## config.mk

```make
export PLATFORM = sky130hd
export DESIGN_NAME = vocab_writer
export DESIGN_NICKNAME = d
export VERILOG_FILES = /design/src/rtl/vocab_writer.sv
export SDC_FILE = /design/constraint.sdc
export NUM_CORES = 1
export LEC_CHECK = 0
export CORE_MARGIN = 1.5
export CORE_UTILIZATION = 49
export DETAILED_ROUTE_END_ITERATION = 8
export HOLD_SLACK_MARGIN = 0.12
export PLACE_DENSITY_LB_ADDON = 0.08
export SLEW_MARGIN = 25
export SYNTH_ARGS = -nofsm -noshare
export SYNTH_HDL_FRONTEND = slang
export SYNTH_SLANG_ARGS = --single-unit
```

## constraint.sdc

```tcl
create_clock -name clk -period 4.75 [get_ports clk]
set_input_delay 1.1875 -clock clk [delete_from_list [all_inputs] [get_ports clk]]
set_output_delay 1.1875 -clock clk [all_outputs]
set_load 0.02 [all_outputs]
```

## src/rtl/vocab_writer.sv

```systemverilog
`default_nettype none
// ============================================================================
// Module   : vocab_writer
// Purpose  : Write side of the vocabulary memory. Packs a valid/ready
//            character stream into fixed-width entries (first char in the
//            most-significant byte, zero padded), appends each entry at the
//            current end address and publishes token id and entry count.
// Options  : define VOCAB_WRITER_STRICT_LEN_EN to drop over-long words instead
//            of truncating and writing them.
// Revision : 1.0 - initial release
// ============================================================================
module vocab_writer #(
  parameter int ADDR_WIDTH  = 4,
  parameter int WORD_LENGTH = 3,
  parameter int DATA_WIDTH  = 8
) (
  input  logic                              clk,
  input  logic                              rst,
  input  logic                              clear,
  input  logic                              in_valid,
  output logic                              in_ready,
  input  logic [DATA_WIDTH-1:0]             in_char,
  input  logic                              in_last,
  output logic                              mem_we,
  output logic [ADDR_WIDTH-1:0]             mem_addr,
  output logic [WORD_LENGTH*DATA_WIDTH-1:0] mem_wdata,
  output logic                              tok_valid,
  output logic [ADDR_WIDTH-1:0]             tok_id,
  output logic [ADDR_WIDTH:0]               vocab_count,
  output logic                              vocab_full,
  output logic                              overflow,
  output logic                              trunc,
  output logic                              null_drop
);

  localparam int EW = WORD_LENGTH * DATA_WIDTH;
  localparam int IW = $clog2(WORD_LENGTH + 1);
  localparam logic [IW-1:0]       C_WL       = IW'(WORD_LENGTH);
  localparam logic [ADDR_WIDTH:0] C_CAPACITY = {1'b1, {ADDR_WIDTH{1'b0}}};

  typedef enum logic [1:0] {
    S_PACK  = 2'd0,
    S_WRITE = 2'd1,
    S_FULL  = 2'd2
  } state_t;

  state_t                state_q, state_d;
  logic [EW-1:0]         buf_q, buf_d;
  logic [IW-1:0]         idx_q, idx_d;
  logic                  tpend_q, tpend_d;
  logic [ADDR_WIDTH:0]   cnt_q, cnt_d;
  logic                  null_q, null_d;
  logic                  ovf_q, ovf_d;
  logic                  trs_q, trs_d;

  logic                  w_accept;
  logic [EW-1:0]         w_buf_ins;

  assign in_ready    = (state_q != S_WRITE);
  assign w_accept    = in_valid && in_ready;
  assign mem_we      = (state_q == S_WRITE);
  assign mem_addr    = cnt_q[ADDR_WIDTH-1:0];
  assign mem_wdata   = buf_q;
  assign tok_valid   = (state_q == S_WRITE);
  assign tok_id      = cnt_q[ADDR_WIDTH-1:0];
  assign vocab_count = cnt_q;
  assign vocab_full  = (cnt_q == C_CAPACITY);
  assign overflow    = ovf_q;
  assign null_drop   = null_q;
  // Truncated-and-written words flag during the write; dropped ones pulse after in_last.
  assign trunc       = trs_q | ((state_q == S_WRITE) && tpend_q);

  // Buffer with the incoming char placed in slot idx_q (slot 0 is the MSB byte).
  always_comb begin
    w_buf_ins = buf_q;
    for (int s = 0; s < WORD_LENGTH; s++) begin
      if (idx_q == IW'(s)) begin
        w_buf_ins[(WORD_LENGTH-1-s)*DATA_WIDTH +: DATA_WIDTH] = in_char;
      end
    end
  end

  // Next-state logic: packing, single-cycle write, full-drop, clear override.
  always_comb begin
    state_d = state_q;
    buf_d   = buf_q;
    idx_d   = idx_q;
    tpend_d = tpend_q;
    cnt_d   = cnt_q;
    null_d  = 1'b0;
    ovf_d   = 1'b0;
    trs_d   = 1'b0;

    case (state_q)
      S_PACK: begin
        if (w_accept) begin
          if (idx_q != C_WL) begin
            buf_d = w_buf_ins;
            idx_d = idx_q + 1'b1;
          end else begin
            tpend_d = 1'b1;
          end
          if (in_last) begin
            if (w_buf_ins == '0) begin
              // All-zero is reserved as the null entry and never stored.
              null_d  = 1'b1;
              buf_d   = '0;
              idx_d   = '0;
              tpend_d = 1'b0;
`ifdef VOCAB_WRITER_STRICT_LEN_EN
            end else if (tpend_q || (idx_q == C_WL)) begin
              trs_d   = 1'b1;
              buf_d   = '0;
              idx_d   = '0;
              tpend_d = 1'b0;
`endif
            end else begin
              state_d = S_WRITE;
            end
          end
        end
      end
      S_WRITE: begin
        cnt_d   = cnt_q + 1'b1;
        buf_d   = '0;
        idx_d   = '0;
        tpend_d = 1'b0;
        state_d = ((cnt_q + 1'b1) == C_CAPACITY) ? S_FULL : S_PACK;
      end
      S_FULL: begin
        if (w_accept && in_last) begin
          ovf_d = 1'b1;
        end
      end
      default: state_d = S_PACK;
    endcase

    if (clear) begin
      state_d = S_PACK;
      cnt_d   = '0;
      buf_d   = '0;
      idx_d   = '0;
      tpend_d = 1'b0;
      null_d  = 1'b0;
      ovf_d   = 1'b0;
      trs_d   = 1'b0;
    end
  end

  // State and datapath registers with synchronous reset.
  always_ff @(posedge clk) begin
    if (rst) begin
      state_q <= S_PACK;
      buf_q   <= '0;
      idx_q   <= '0;
      tpend_q <= 1'b0;
      cnt_q   <= '0;
      null_q  <= 1'b0;
      ovf_q   <= 1'b0;
      trs_q   <= 1'b0;
    end else begin
      state_q <= state_d;
      buf_q   <= buf_d;
      idx_q   <= idx_d;
      tpend_q <= tpend_d;
      cnt_q   <= cnt_d;
      null_q  <= null_d;
      ovf_q   <= ovf_d;
      trs_q   <= trs_d;
    end
  end

endmodule
`default_nettype wire

```

==> results.md, run 1 <==
- The cell type contributing the most total cell area after synthesis is dfxtp_1.
- 57 I/O pins were placed.
- Clock-pin slew was measured on the worst setup and hold paths at 0.12 ns.
- The number of pins with negative max-slew slack in the final report is 0.
- Summed over all layers, the global routing overflow is 0.
- STA puts the critical path data required time at 3.56 ns.
- The count of final hold-check violations is 0.
- Each instance of the synthesized netlist takes up on average 7.88 um2.
- The delay of the slowest cell on the worst path is 0.53 ns.
- The die is 63.3 um tall.
- After layout, the design draws a total of 540 uW.
- The area fraction of the dominant cell type after synthesis is 0.405.
- The count of fill cells added during filler insertion is 311.
- The number of buffers inserted by post-CTS setup repair is 0.
- The slack of the critical path is 1.48 ns.
- The measured slew at the worst slew-check pin is 0.864 ns.
- Max-cap violations in this run came to 0.
- The final hold slack is 0.490 ns.
- Leaving out fill and tap cells, the most frequent cell in the layout is clkdlybuf4s50_1.
- Entering global routing, the biggest net connects 34 pins.
- The analysis attributes to net switching a power of 147 uW.
- The final weighted congestion of routability-driven global placement is 0.845.
- In the synthesized netlist the dominant register cell turns out to be dfxtp_1.
- In this run, distinct cell masters in the synthesized netlist total 41.
- For the worst-skew pair, the clock arrives at the later sink with an insertion delay of 0.34 ns.
- The overall track demand over capacity in global routing is 0.232.
- For this design, the CTS-stage hold fixing added 0 buffers.
- The category of the most critical setup path is flop to output pin.
- The family with the most delay on the worst path is buffers and inverters.
- For this run, asynchronously set or reset flops after synthesis account for 0.
- STA puts the critical path data arrival time at 2.09 ns.
- The number of sinks on the clock net is 36.
- The clock period minus worst slack is 3.27 ns.
- The number of iterations in the first detailed-routing pass is 4.
- The combinational group share of total power is 0.124.
- The initial cell density of the core is 0.521.
- The placed standard-cell area is 0.00228 mm2.
- The number of buffers on the longest clock path is 2.
- The die is 63.3 um wide.
- The number of synthesized flops with an enable pin is 0.
- The number of CTS-inserted buffers is 5.
- The worst register-to-register path has a setup slack of 2.72 ns.
- STA classifies the critical path endpoint as an output pin.
- The most critical setup path has its startpoint at state_q[1].
- For this run, the top clock speed supported by timing is 305 MHz.
- The summed instance area of the synthesized netlist is 0.00178 mm2.
- The net total in the final layout is 286.
- The number of global-route vias before repair is 1526.
- The cell row count is 21.
- The H-tree was split into 2 levels.
- Wires add up to 4490 um.
- The clock tree from TritonCTS is done.
- The total number of vias is 1741.
- The flow ran to the end, and the final reports show no timing, DRC or antenna violations.
- The placeable core region is 0.00342 mm2.
- Of the total power, the clock network draws 0.301.
- Counting every net in the synthesized netlist gives 242.
- The first-iteration detailed-routing DRC count is 113.
- Leaving out fill and tap cells, the most frequent cells in the layout are clkdlybuf4s50_1 (56), dfxtp_1 (36), nand2_1 (32), nand3_1 (30), a21oi_1 (26).
- The worst register-to-register path begins at idx_q[1].
- The kind of start point of the critical path is a flop.
- In the final layout, the share of cells above drive strength 1 is 0.0517.
- The tightest slew margin relative to the limit is 0.419.
- The path class of the lowest-slack min-delay path is flop to flop.
- The first-pass GRT wire length is 7360 um.
- After technology mapping, the gate count stands at 226.
- The clock arrives with 0.0183 ns of skew.
- The flop and latch count out of synthesis is 36.
- The number of antenna violations at the first check in global routing is 0.
- The critical path ends at trunc.
- The static leakage is 0.000794 uW.
- Setup repair after global routing left no endpoint under its margin.
- Yosys printed 0 warnings.
- Counting both buffers and inverters, the worst setup path holds a total of 3.
- The worst hold path passes through 2 cells.
- Measured in cells, the most critical reg-to-reg path has a length of 6.
- The maximum resistive drop on vdd is 0.202 mV.
- From synthesis to final layout, the design area changed by 30.9%.
- Once layout is done, the placed cells without fillers occupy 0.00233 mm2.
- In the routed layout, each cell is associated on average with a via count of 5.49.
- Prior to clock tree synthesis, the placed netlist has a worst setup slack of 1.51 ns.
- In this run the remaining antenna-violating nets after routing total 0.
- The endpoint identified for the worst register-to-register timing path is idx_q[1].
- The final HPWL from detailed placement is 3180 um.
- The signal on the critical path passes through nand2b_1, buf_4, inv_1, and2_1, clkdlybuf4s50_1.
- The number of port buffers is 56.
- The share of total power dissipated in sequential elements is 0.575.
- Setup violations remaining at the end of the flow were counted as 0.
- The number of antenna diodes in the final layout is 0.
- In the final timing run, aggregate negative setup slack is 0 ns.
- On the critical path, the stage with the largest delay is an instance of clkdlybuf4s50_1.
- For this design the ratio of total power to cell area is 232 mW/mm2.
- The sequential element share of the synthesized area is 0.405.
- Ranked by total cell area, the synthesized netlist is headed by dfxtp_1 (40%), nand3_1 (8.4%), a21oi_1 (7.3%), nand2_1 (6.7%), nor2_1 (5.1%).
- The routed wirelength normalized by instance count is 14.2 um.
- The remaining design rule violation count is 0.
- The cell at the root of the clock tree is clkbuf_4.
- The critical path crosses 5 cells after its start point.
- The area enclosed by the die boundary is 0.00400 mm2.
- The largest driver fanout on the critical path is 32.
- Of the total power, the share spent switching nets is 0.273.
- In the finished design, the share of the clock period the worst path needs comes to 0.689.
- The count of cells resized by post-cts repair is 0.
- Internal power comes to 393 uW.
synthesized netlist by cell type, types with 2 or more instances:
master / n
or4_4: 2
a21oi_1: 26
nor2b_1: 4
nand4_1: 2
nor4_1: 5
nor2_1: 24
nor4b_1: 2
nand2b_1: 4
a22oi_1: 2
mux2i_1: 3
clkbuf_1: 5
dfxtp_1: 36
nor3_1: 3
nand3_1: 30
xor2_1: 2
ha_1: 3
a211oi_1: 2
nand2_1: 32
buf_4: 10
or3_1: 2
a32oi_1: 2
inv_1: 3
buf_6: 2
a31oi_1: 2
buf_1: 2
sequential cells by signal, summed over array words and instances, names as in the netlist:
name,cells
overflow,1
state_q,2
null_drop,1
mem_wdata,24
idx_q,2
vocab_count,5
tpend_q,1
how the worst min path moves through the flow:
stage	slack, ns	to	startpoint
floorplan	0.53	tpend_q	tpend_q
global placement	0.47	mem_wdata[0]	mem_wdata[0]
detailed placement	0.48	mem_wdata[22]	mem_wdata[22]
CTS	0.49	mem_wdata[6]	mem_wdata[6]
global route	0.51	mem_wdata[10]	mem_wdata[10]
finish	0.49	mem_wdata[6]	mem_wdata[6]
power groups by stage:
stage | logic (uW) | clock network, uW | registers, uW
floorplan | 35.8 | 0 | 319
global placement | 66.1 | 0 | 317
detailed placement | 66.2 | 0 | 317
CTS | 66.5 | 166 | 310
global route | 72.8 | 181 | 311
finish | 66.8 | 163 | 310
cell families after synthesis:
kind of cell    after synthesis  synth area share
fa+ha+maj                     3            0.0211
compound gates               40             0.135
xor+xnor                      2           0.00984
buf+inv                      23            0.0787
flops                        36             0.405
simple gates                119             0.334
mux                           3            0.0169
area by class of cell:
| class | instances | area (um2) | share of cell area |
|---|---|---|---|
| clock inverters | 1 | 8.76 | 0.00376 |
| well taps | 46 | 57.6 | 0.0247 |
| flip-flops and latches | 36 | 721 | 0.309 |
| repair buffers | 57 | 568 | 0.244 |
| clock buffers | 7 | 45.0 | 0.0193 |
| inverters | 3 | 11.3 | 0.00483 |
| multi-input cells | 167 | 920 | 0.395 |
per-stage QoR:
stage | utilization | instances
after CTS | 0.682 | 317
after floorplan | - | 226
after global routing | 0.682 | 317
after detailed placement | 0.667 | 309
final | 0.682 | 317
after global placement | 0.667 | 309
worst reg2reg max path: stages (launching register included):
cell and delay (ns):
dfxtp_1 0.62, nand2b_1 0.32, mux2i_1 0.12, nor4_1 0.44, nand4_2 0.18, a32oi_1 0.19, nor2_1 0.05
routing by layer:
metal / GRT usage / vias to the layer above / share of wire
li1: - / 874 / -
met1: 0.339 / 808 / 0.50
met2: 0.342 / 55 / 0.44
met3: 0.0643 / 4 / 0.054
met4: 0.0489 / 0 / 0.0067
met5: 0 / - / 0
Note: power is estimated with default switching activity, not from simulation.
==> run 2, diff against run 1 <==
- CORE_UTILIZATION: 49 -> 46
- clock period: 4.75 -> 3.4 ns (I/O delays scaled with it)
==> run 2 against run 1 <==
  * Setup slack worse by 0.70 ns
  * Flip-flop and latch count stayed put
  * Routed wire length up 2.2%
  * Critical path depth down 1
  * Design area up 2.0%
  * Sequential power rose by 40%
  * Largest power group unchanged
==> results.md, run 2 (same netlist as run 1, synthesis figures left out) <==
- The run finished with clean final reports.
- The required time at the endpoint of the critical path is 2.55 ns (-1.01 ns).
- The final HPWL from detailed placement is 3140 um (-1.4%).
- The most critical setup path has its endpoint at vocab_full.
- The routed wirelength normalized by instance count is 14.3 um (+1.3%).
- The level count of the clock H-tree came to 2 (unchanged).
- The remaining design rule violation count came to 0 (unchanged).
- The horizontal die dimension is 65.2 um (+3.1%).
- The source-to-sink clock delay at the later pin of the worst-skew pair is 0.29 ns (-0.05 ns).
- The clock transition time at the flip-flop clock pins of the worst setup and hold paths is 0.07 ns (-0.05 ns).
- The endpoint kind of the worst setup timing path is an output pin.
- The total placed cells including tap cells is 312 (+0.97%).
- The end of the worst register-to-register path is idx_q[1].
- The number of iterations in the first detailed-routing pass is 4 (unchanged).
- The leading cell type in the layout, fill and taps excluded is clkdlybuf4s50_1.
- The maximum resistive drop on vdd was 0.210 mV (+3.7%).
- The worst reg-to-reg setup slack is 1.33 ns (-1.39 ns).
- The tightest slew margin relative to the limit came to 0.571 (+0.152).
- The number of antenna violations at the first check in global routing is 0 (unchanged).
- The number of buffers on the longest clock path is 2 (unchanged).
- The maximum achievable frequency is 381 MHz.
- The fraction of final layout cells with drive strength greater than 1 was 0.0551 (+0.00349).
- The count of hold-fix buffers inserted at cts is 0 (unchanged).
- The number of global-route vias before repair is 1597 (+4.7%).
- The total number of vias was 1772 (+1.8%).
- The worst setup skew after layout is 0.00386 ns (-0.0144 ns).
- The measured slew at the worst slew-check pin came to 0.644 ns (-0.221 ns).
- The largest driver fanout on the critical path is 9 (-72%).
- The largest individual stage delay along the critical path comes from the cell clkdlybuf4s50_1.
- The first-pass GRT wire length is 7600 um (+3.3%).
- The number of flip-flops under the largest register name is 24 (unchanged).
- The worst hold path belongs to the class flop to flop.
- Traced cell by cell, the critical path runs through inv_1, ha_1, nor3b_1, clkdlybuf4s50_1.
- The count of final hold-check violations came to 0 (unchanged).
- The clock period minus worst slack is 2.63 ns.
- The worst setup path is of the flop to output pin kind.
- The number of CTS-inserted buffers is 5 (unchanged).
- The antenna diode count came to 0 (unchanged).
- The static leakage was 0.000814 uW (+2.6%).
- The overall track demand over capacity in global routing is 0.228 (-0.00443).
- The height of the die is 65.2 um (+3.1%).
- The power density relative to cell area is 353 mW/mm2 (+52%).
- The number of sinks on the clock net is 36 (unchanged).
- The placeable core region came to 0.00369 mm2 (+8.0%).
- The number of port buffers is 56 (unchanged).
- The number of nets with antenna violations after routing came to 0 (unchanged).
- The critical path depth in cells is 4 (-1).
- The critical path starts at vocab_count[0].
- The area enclosed by the die boundary came to 0.00425 mm2 (+6.2%).
- The cell depth of the worst min-delay path was 2 (unchanged).
- Setup repair after global routing left no endpoint under its margin.
- Broken down by cell family, the worst path's largest delay share belongs to buffers and inverters.
- The initial cell density of the core is 0.483 (-0.0385).
- The net total in the final layout was 287 (+0.35%).
- The kind of start point of the critical path is a flop.
- The count of cells resized by post-cts repair is 0 (unchanged).
- The sum of routed wire length over all layers is 4590 um (+2.2%).
- The final weighted congestion of routability-driven global placement is 0.830 (-1.7%).
- The cell at the root of the clock tree is clkbuf_8.
- The signed area change from the synthesized netlist to the final layout is 33.5%.
- The first-iteration detailed-routing DRC count came to 91 (-19%).
- TritonCTS built the clock tree.
- The buffering stage count on the worst path with inverters included is 2 (-1).
- In this run the critical register-to-register path is launched from idx_q[1].
- The number of vias per cell is 5.54 (+0.83%).
- The number of buffers inserted by post-CTS setup repair is 0 (unchanged).
- The non-filler instance count after layout came to 320 (+0.95%).
- The boundary pin count is 57 (unchanged).
- The number of failing setup endpoints in the final timing report was 0 (unchanged).
- The count of cells along the worst register-to-register path is 6 (unchanged).
- The cell row count is 22 (+4.8%).
- The setup total negative slack was 0 ns (unchanged).
- The signal arrival time at the worst endpoint is 1.78 ns (-0.31 ns).
- The total of max-cap violations was 0 (unchanged).
- The final hold slack was 0.487 ns (-0.00277 ns).
- The top cell types in the final layout, fill and taps aside, are clkdlybuf4s50_1 (56), dfxtp_1 (36), nand2_1 (32), nand3_1 (30), a21oi_1 (26).
- The residual overflow from global routing is 0 (unchanged).
- In the finished design, the share of the clock period the worst path needs comes to 0.772.
- The count of fill cells added during filler insertion is 336 (+8.0%).
- The delay of the slowest cell on the worst path was 0.64 ns (+0.11 ns).
- The number of pins with negative max-slew slack in the final report is 0 (unchanged).
- The maximum number of pins on one net before global-route repair is 34 (unchanged).
- The share of the core filled with cells in the final layout came to 0.645 (-0.0379).
## run 2: changes by cell type in the layout (fill, tap and decap cells not counted)
cell      delta
buf_4        +1
clkbuf_4     -5
clkbuf_8     +6
clkinv_4     -1
## run 2: routing by layer
| layer | part of all wire | global-route usage |
|---|---|---|
| met3 | 0.058 | 0.0411 |
| met5 | 0 | 0 |
| met2 | 0.48 | 0.356 |
| met4 | 0.0087 | 0.0729 |
| met1 | 0.46 | 0.318 |
## run 2: tightest hold or removal path, stage by stage (launching register included)
cell and delay [ns]:
dfxtp_1 0.32, nand3_1 0.06, a21oi_1 0.06
## run 2: cell type report
class	count	area, um2	area share
clock buffers	8	90.1	0.0379
multi-input cells	167	920	0.387
repair buffers	58	576	0.242
well taps	48	60.1	0.0253
flip-flops and latches	36	721	0.303
inverters	3	11.3	0.00474
## run 2: report_power, final
group | switching (uW) | internal, uW
sequential | 6.73 | 427
combinational | 56.0 | 39.7
clock | 144 | 165
## run 2: metrics by stage
stage | setup WS [ns] | power [uW] | cell area [um2]
3_5_place_dp | 0.510 | 538 | 2290
3_3_place_gp | 0.550 | 538 | 2290
4_1_cts | 0.754 | 844 | 2380
5_1_grt | 0.687 | 870 | 2380
2_1_floorplan | 1.12 | 495 | 1780
6_report | 0.774 | 839 | 2380
## run 2: worst min path at each step
stage               slack [ns]          from      endpoint
floorplan                 0.53       tpend_q       tpend_q
global placement          0.47  mem_wdata[0]  mem_wdata[0]
detailed placement        0.48  mem_wdata[5]  mem_wdata[5]
CTS                       0.49  mem_wdata[5]  mem_wdata[5]
global route              0.51  mem_wdata[1]  mem_wdata[1]
finish                    0.49  mem_wdata[5]  mem_wdata[5]
